**src/rtl/updown_mod_counter_pkg.sv**
```systemverilog
`default_nettype none
// ============================================================================
// Module   : updown_mod_counter_pkg
// Brief    : Shared mode constants for the up/down modulo counter family
//            (the counter_defs constant set).
// Revision : 1.0 - initial release
// ============================================================================
package updown_mod_counter_pkg;

    // End-of-range behaviour selected by Sat
    localparam logic CNT_WRAP = 1'b0;
    localparam logic CNT_SAT  = 1'b1;

    // Count direction selected by Up
    localparam logic DIR_DOWN = 1'b0;
    localparam logic DIR_UP   = 1'b1;

endpackage : updown_mod_counter_pkg
`default_nettype wire

```
**src/rtl/updown_mod_counter_next.sv**
```systemverilog
`default_nettype none
// ============================================================================
// Module   : updown_mod_counter_next
// Brief    : Combinational next-count and terminal-count logic for the
//            up/down modulo counter (the counter_next stage).
// Revision : 1.0 - initial release
// ============================================================================
module updown_mod_counter_next
    import updown_mod_counter_pkg::*;
#(
    parameter int WIDTH   = 4,
    parameter int MODULUS = 16
) (
    input  logic [WIDTH-1:0] Count,
    input  logic             En,
    input  logic             Up,
    input  logic             Sat,
    input  logic             Load,
    input  logic [WIDTH-1:0] LoadVal,
    output logic [WIDTH-1:0] NextCount,
    output logic             Tc
);

    // Top of range kept one bit wider so MODULUS = 2**WIDTH compares correctly
    localparam logic [WIDTH:0]   c_max_ext = (WIDTH+1)'(MODULUS - 1);
    localparam logic [WIDTH-1:0] c_max     = c_max_ext[WIDTH-1:0];
    localparam logic [WIDTH-1:0] c_zero    = '0;
    localparam logic [WIDTH-1:0] c_one     = {{(WIDTH-1){1'b0}}, 1'b1};

    logic w_at_max;
    logic w_at_min;
    logic w_load_over;

    assign w_at_max    = ({1'b0, Count} == c_max_ext);
    assign w_at_min    = (Count == c_zero);
    assign w_load_over = ({1'b0, LoadVal} > c_max_ext);

    // Carry-out to the next stage; suppressed while a load is in progress
    assign Tc = En & ~Load & ((Up & w_at_max) | (~Up & w_at_min));

    // Next count: load (clamped) beats counting; idle holds
    always_comb begin
        NextCount = Count;
        if (Load) begin
            NextCount = w_load_over ? c_max : LoadVal;
        end else if (En) begin
            if (Up == DIR_UP) begin
                if (w_at_max) begin
                    NextCount = (Sat == CNT_SAT) ? c_max : c_zero;
                end else begin
                    NextCount = Count + c_one;
                end
            end else begin
                if (w_at_min) begin
                    NextCount = (Sat == CNT_SAT) ? c_zero : c_max;
                end else begin
                    NextCount = Count - c_one;
                end
            end
        end
    end

endmodule : updown_mod_counter_next
`default_nettype wire

```
**src/rtl/updown_mod_counter.sv**
```systemverilog
`default_nettype none
// ============================================================================
// Module   : updown_mod_counter
// Brief    : Parametrised up/down modulo counter with parallel load,
//            wrap/saturate mode, cascadable terminal count and sticky
//            overflow flag.
// Revision : 1.0 - initial release
// ============================================================================
module updown_mod_counter
    import updown_mod_counter_pkg::*;
#(
    parameter int WIDTH   = 4,
    parameter int MODULUS = 16,
    parameter int RST_VAL = 0
) (
    input  logic             Clk,
    input  logic             Rst,
    input  logic             En,
    input  logic             Up,
    input  logic             Sat,
    input  logic             Load,
    input  logic [WIDTH-1:0] LoadVal,
    input  logic             ClrOvf,
    output logic [WIDTH-1:0] Count,
    output logic             Tc,
    output logic             Ovf
);

    localparam logic [WIDTH-1:0] c_rst_val = RST_VAL[WIDTH-1:0];

    logic [WIDTH-1:0] r_count;
    logic             r_ovf;
    logic [WIDTH-1:0] w_next_count;
    logic             w_tc;

    updown_mod_counter_next #(
        .WIDTH   (WIDTH),
        .MODULUS (MODULUS)
    ) u_next (
        .Count     (r_count),
        .En        (En),
        .Up        (Up),
        .Sat       (Sat),
        .Load      (Load),
        .LoadVal   (LoadVal),
        .NextCount (w_next_count),
        .Tc        (w_tc)
    );

    // Count register; reset overrides load and enable
    always_ff @(posedge Clk) begin
        if (Rst) begin
            r_count <= c_rst_val;
        end else begin
            r_count <= w_next_count;
        end
    end

    // Sticky overflow: a boundary event wins over a same-cycle clear
    always_ff @(posedge Clk) begin
        if (Rst) begin
            r_ovf <= 1'b0;
        end else if (w_tc) begin
            r_ovf <= 1'b1;
        end else if (ClrOvf) begin
            r_ovf <= 1'b0;
        end
    end

    assign Count = r_count;
    assign Tc    = w_tc;
    assign Ovf   = r_ovf;

endmodule : updown_mod_counter
`default_nettype wire
```
**config.mk**
```make
export PLATFORM = sky130hd
export DESIGN_NAME = updown_mod_counter
export DESIGN_NICKNAME = d
export VERILOG_FILES = /design/src/rtl/updown_mod_counter_pkg.sv /design/src/rtl/updown_mod_counter_next.sv /design/src/rtl/updown_mod_counter.sv
export SDC_FILE = /design/constraint.sdc
export NUM_CORES = 1
export LEC_CHECK = 0
export ABC_AREA = 0
export CAP_MARGIN = 5
export CORE_AREA = 2 2 39 41
export CTS_BUF_LIST = sky130_fd_sc_hd__clkbuf_4
export CTS_CLUSTER_SIZE = 28
export DETAILED_ROUTE_END_ITERATION = 10
export DIE_AREA = 0 0 41 43
export HOLD_SLACK_MARGIN = 0.15
export PLACE_DENSITY = 0.65
export SYNTH_ARGS = -nofsm -noshare
export SYNTH_HDL_FRONTEND = slang
export SYNTH_SLANG_ARGS = --single-unit
```
**constraint.sdc**
```tcl
create_clock -name Clk -period 1.7 [get_ports Clk]
set_input_delay 0.425 -clock Clk [delete_from_list [all_inputs] [get_ports Clk]]
set_output_delay 0.425 -clock Clk [all_outputs]
set_load 0.03 [all_outputs]
```
==> run summary, run 1 <==
=================================================================================
Outcome ............................................................ finished with violations
Violated checks .................................................... setup timing
Global-route wire length before repair .............................      2050 µm
Hold-critical path endpoint ........................................          Ovf
Main flop type after synthesis .....................................      dfxtp_1
Setup-failing EPs final ............................................            1
Worst clock skew on the final layout ...............................   0.00366 ns
Post-synthesis async set-or-reset flop share .......................           0%
Routed length per placed instance ..................................      14.5 µm
Die boundary height ................................................        43 µm
Count of synthesis-stage warnings from yosys .......................            0
Post-route antenna net violation count .............................            0
Slowest library cell on the worst path .............................      dfxtp_4
Core ar. ...........................................................  0.00138 mm²
Die X-Extent .......................................................        41 µm
Clock latency on the worst-skew pair ...............................      0.25 ns
Dpl cell area ......................................................      694 µm²
Detailed-route via count ...........................................          584
Post-layout worst setup margin .....................................   -0.0898 ns
Top cell type by total area after synthesis ........................      dfxtp_1
Vias in the first global route .....................................          536
CTS Sinks ..........................................................            5
Pwr/cell area ......................................................   634 mW/mm²
Number of hold-slack violations in the final timing report .........            0
Type of origin of the critical path ................................         flop
Yosys top cell area share ..........................................        21.6%
Largest incremental delay on the critical path .....................      0.36 ns
Critical path data required time ...................................      1.27 ns
Die footprint ......................................................  0.00176 mm²
Transition time of the tightest slew-check pin .....................     0.290 ns
Achievable Freq ....................................................      559 MHz
Reported max-cap violation count ...................................            0
Register-to-register setup slack ...................................      0.11 ns
Mapped Nets ........................................................           72
Placement row count ................................................           14
Mapped Area ........................................................      463 µm²
Endpoint kind of the worst setup timing path ....................... primary output
Crit Path Category .................................................      reg2out
Yosys reg bits .....................................................            5
Overall track demand over capacity in global routing ...............        17.2%
Number of enable-type register cells in the synthesized netlist ....            0
Max Root-Sink Buffers ..............................................            2
Drt first-iter violations ..........................................           12
Crit path buf inv count ............................................            2
Post-route total power .............................................       504 µW
HPWL after DPL .....................................................       995 µm
Tightest Hold Check Type ...........................................      reg2reg
Number of antenna violations at the first check in global routing ..            0
Yosys cell types ...................................................           32
Endpoint of the most critical register-to-register path ............     Count[1]
Hold buffer count at cts ...........................................            0
Overflow left after global routing .................................            0
Hold path start ....................................................          Ovf
CTS H-tree depth ...................................................            1
Final layout net count .............................................          105
Share of the yosys chip area belonging to registers ................        21.6%
Share of cells above drive strength 1 ..............................        33.0%
Worst voltage drop across the vdd grid .............................   0.000425 V
GP Congestion ......................................................        0.860
Worst Path Max Fanout ..............................................            5
Cell depth of the worst hold path ..................................            2
Final slew viol count ..............................................            0
Most frequent cell after synthesis .................................        inv_1
Final std cells w/o fill ...........................................          107
TritonCTS clock tree ...............................................        built
Startpoint of the lowest-slack register-to-register path ...........     Count[0]
CP delay by family, top ............................................   flip-flops
I/O Pins ...........................................................           17
Vias per cell ......................................................         5.46
Static Leak ........................................................     0.387 nW
Synthesized area divided by synthesized cell count .................     7.85 µm²
FILL cells .........................................................          125
Detailed-route DRC error count .....................................            0
Buffers added on ports .............................................           16
Ranking of synthesized cells by instance count ..................... inv_1, dfxtp_1, a21oi_1, nor2_1
Number of clock buffers inserted by TritonCTS ......................            3
Signal arrival time at the worst endpoint ..........................      1.36 ns
Depth of the most critical reg-to-reg path .........................            6
Final Hold Slack ...................................................     0.483 ns
Final antenna diode count ..........................................            0
Unrepaired setup endpoints after global routing ....................         true
Largest net degree at the start of global routing ..................           10
Min Tclk post-route ................................................      1.79 ns
Top cells by area, synth ........................................... dfxtp_1, inv_1, ha_1
Worst max-slew margin expressed relative to the limit ..............        80.1%
Count of mapped cells out of synthesis .............................           59
Number of optimization iterations in the first detailed-route pass .            4
Clk slew on worst S/H paths ........................................      0.04 ns
Period Utilization, post-route .....................................         105%
CTS root buffer ....................................................     clkbuf_4
Cells traversed along the worst timing path ........................ inv_4 > ha_4 > nor4b_4 > o21a_1 > buf_6
Synthesis-to-finish area growth ....................................        71.6%
Cell count after placement .........................................           98
Initial cell density of the core ...................................        33.5%
Final Routed Wirelength ............................................      1560 µm
Final non-filler cell area .........................................      795 µm²
=================================================================================
==> placed cells by master, fill, tap and decap left out, types with 2 or more instances in the layout <==
master	n
clkbuf_4	4
clkdlybuf4s50_1	9
buf_4	16
inv_4	2
dlygate4sd2_1	5
inv_1	5
nor2_1	4
nand3_1	2
a211o_1	2
dfxtp_1	3
a21oi_1	4
a31oi_1	3
o22ai_1	3
nor3_1	2
dfxtp_4	2
o21ai_0	2
==> logic make-up after synthesis <==
logic type | share of synthesized area (%)
flip-flops | 21.6
adder cells (fa/ha/maj) | 5.40
buffers and inverters | 12.4
AND/OR/NAND/NOR | 26.2
AO/OA/AOI/OAI | 29.7
multiplexers | 4.59
==> stage by stage <==
step	util, %	setup WS, ns	TNS (ns)
after floorplan	-	0.0242	0
after CTS	52.1	-0.135	-0.135
after global routing	57.4	-0.139	-0.139
after detailed placement	50.2	-0.227	-0.883
after global placement	50.2	-0.202	-0.791
final	57.4	-0.0898	-0.0898
==> final cells by class <==
type | count | area [µm²] | share of cell area [%]
multi-input cells | 43 | 328 | 41.3
repair buffers | 32 | 278 | 35.0
flip-flops and latches | 5 | 108 | 13.5
inverters | 7 | 31.3 | 3.94
clock buffers | 4 | 30.0 | 3.78
well taps | 16 | 20.0 | 2.52
==> sequential cells by signal, indices dropped and copies added (netlist names) <==
| name | cells |
|---|---|
| Count | 4 |
| Ovf | 1 |
==> routing by layer <==
layer / part of all wire, % / up-vias / global-route usage, %
li1: - / 282 / -
met2: 53 / 23 / 28.1
met5: 0 / - / 0
met3: 6.0 / 0 / 6.28
met1: 41 / 279 / 20.3
met4: 0 / 0 / 4.00
==> timing repair <==
action	in CTS	in global routing
hold endpoints to repair	0	0
pin swaps	1	2
setup buffers	0	5
setup endpoints to repair	5	1
resized for setup	6	12
==> tightest hold or removal path, cell delays in order, from the launching register on <==
cell and delay [ns]:
dfxtp_1 0.32, a21oi_1 0.06, nor2_1 0.07
==> worst max-delay path by stage <==
stage / to / slack, ns / start / depth (start not counted)
2_1_floorplan: Tc / 0.02 / Count[2] / 3
3_3_place_gp: Tc / -0.20 / Up / 4
3_5_place_dp: Tc / -0.23 / Up / 4
4_1_cts: Tc / -0.13 / Count[0] / 5
5_1_grt: Tc / -0.14 / Count[0] / 5
6_report: Tc / -0.09 / Count[0] / 5
==> where the power goes <==
| part | total (mW) | internal (mW) | switching, mW | leakage, nW |
|---|---|---|---|---|
| clock | 0.158 | 0.105 | 0.0529 | 0.0184 |
| combinational | 0.204 | 0.109 | 0.0944 | 0.326 |
| sequential | 0.142 | 0.127 | 0.0153 | 0.0426 |
Power figures use the tool's default switching activity.
==> inputs of run 2 (changes only) <==
--- a/config.mk
+++ b/config.mk
@@ -6,6 +6,7 @@
 export NUM_CORES = 1
 export LEC_CHECK = 0
 export ABC_AREA = 0
+export ABC_CLOCK_PERIOD_IN_PS = 1700
 export CAP_MARGIN = 5
 export CORE_AREA = 2 2 39 41
 export CTS_BUF_LIST = sky130_fd_sc_hd__clkbuf_4
==> results of run 2 <==
Same layout as run 1: the final DEF is identical, and so are final timing and power.
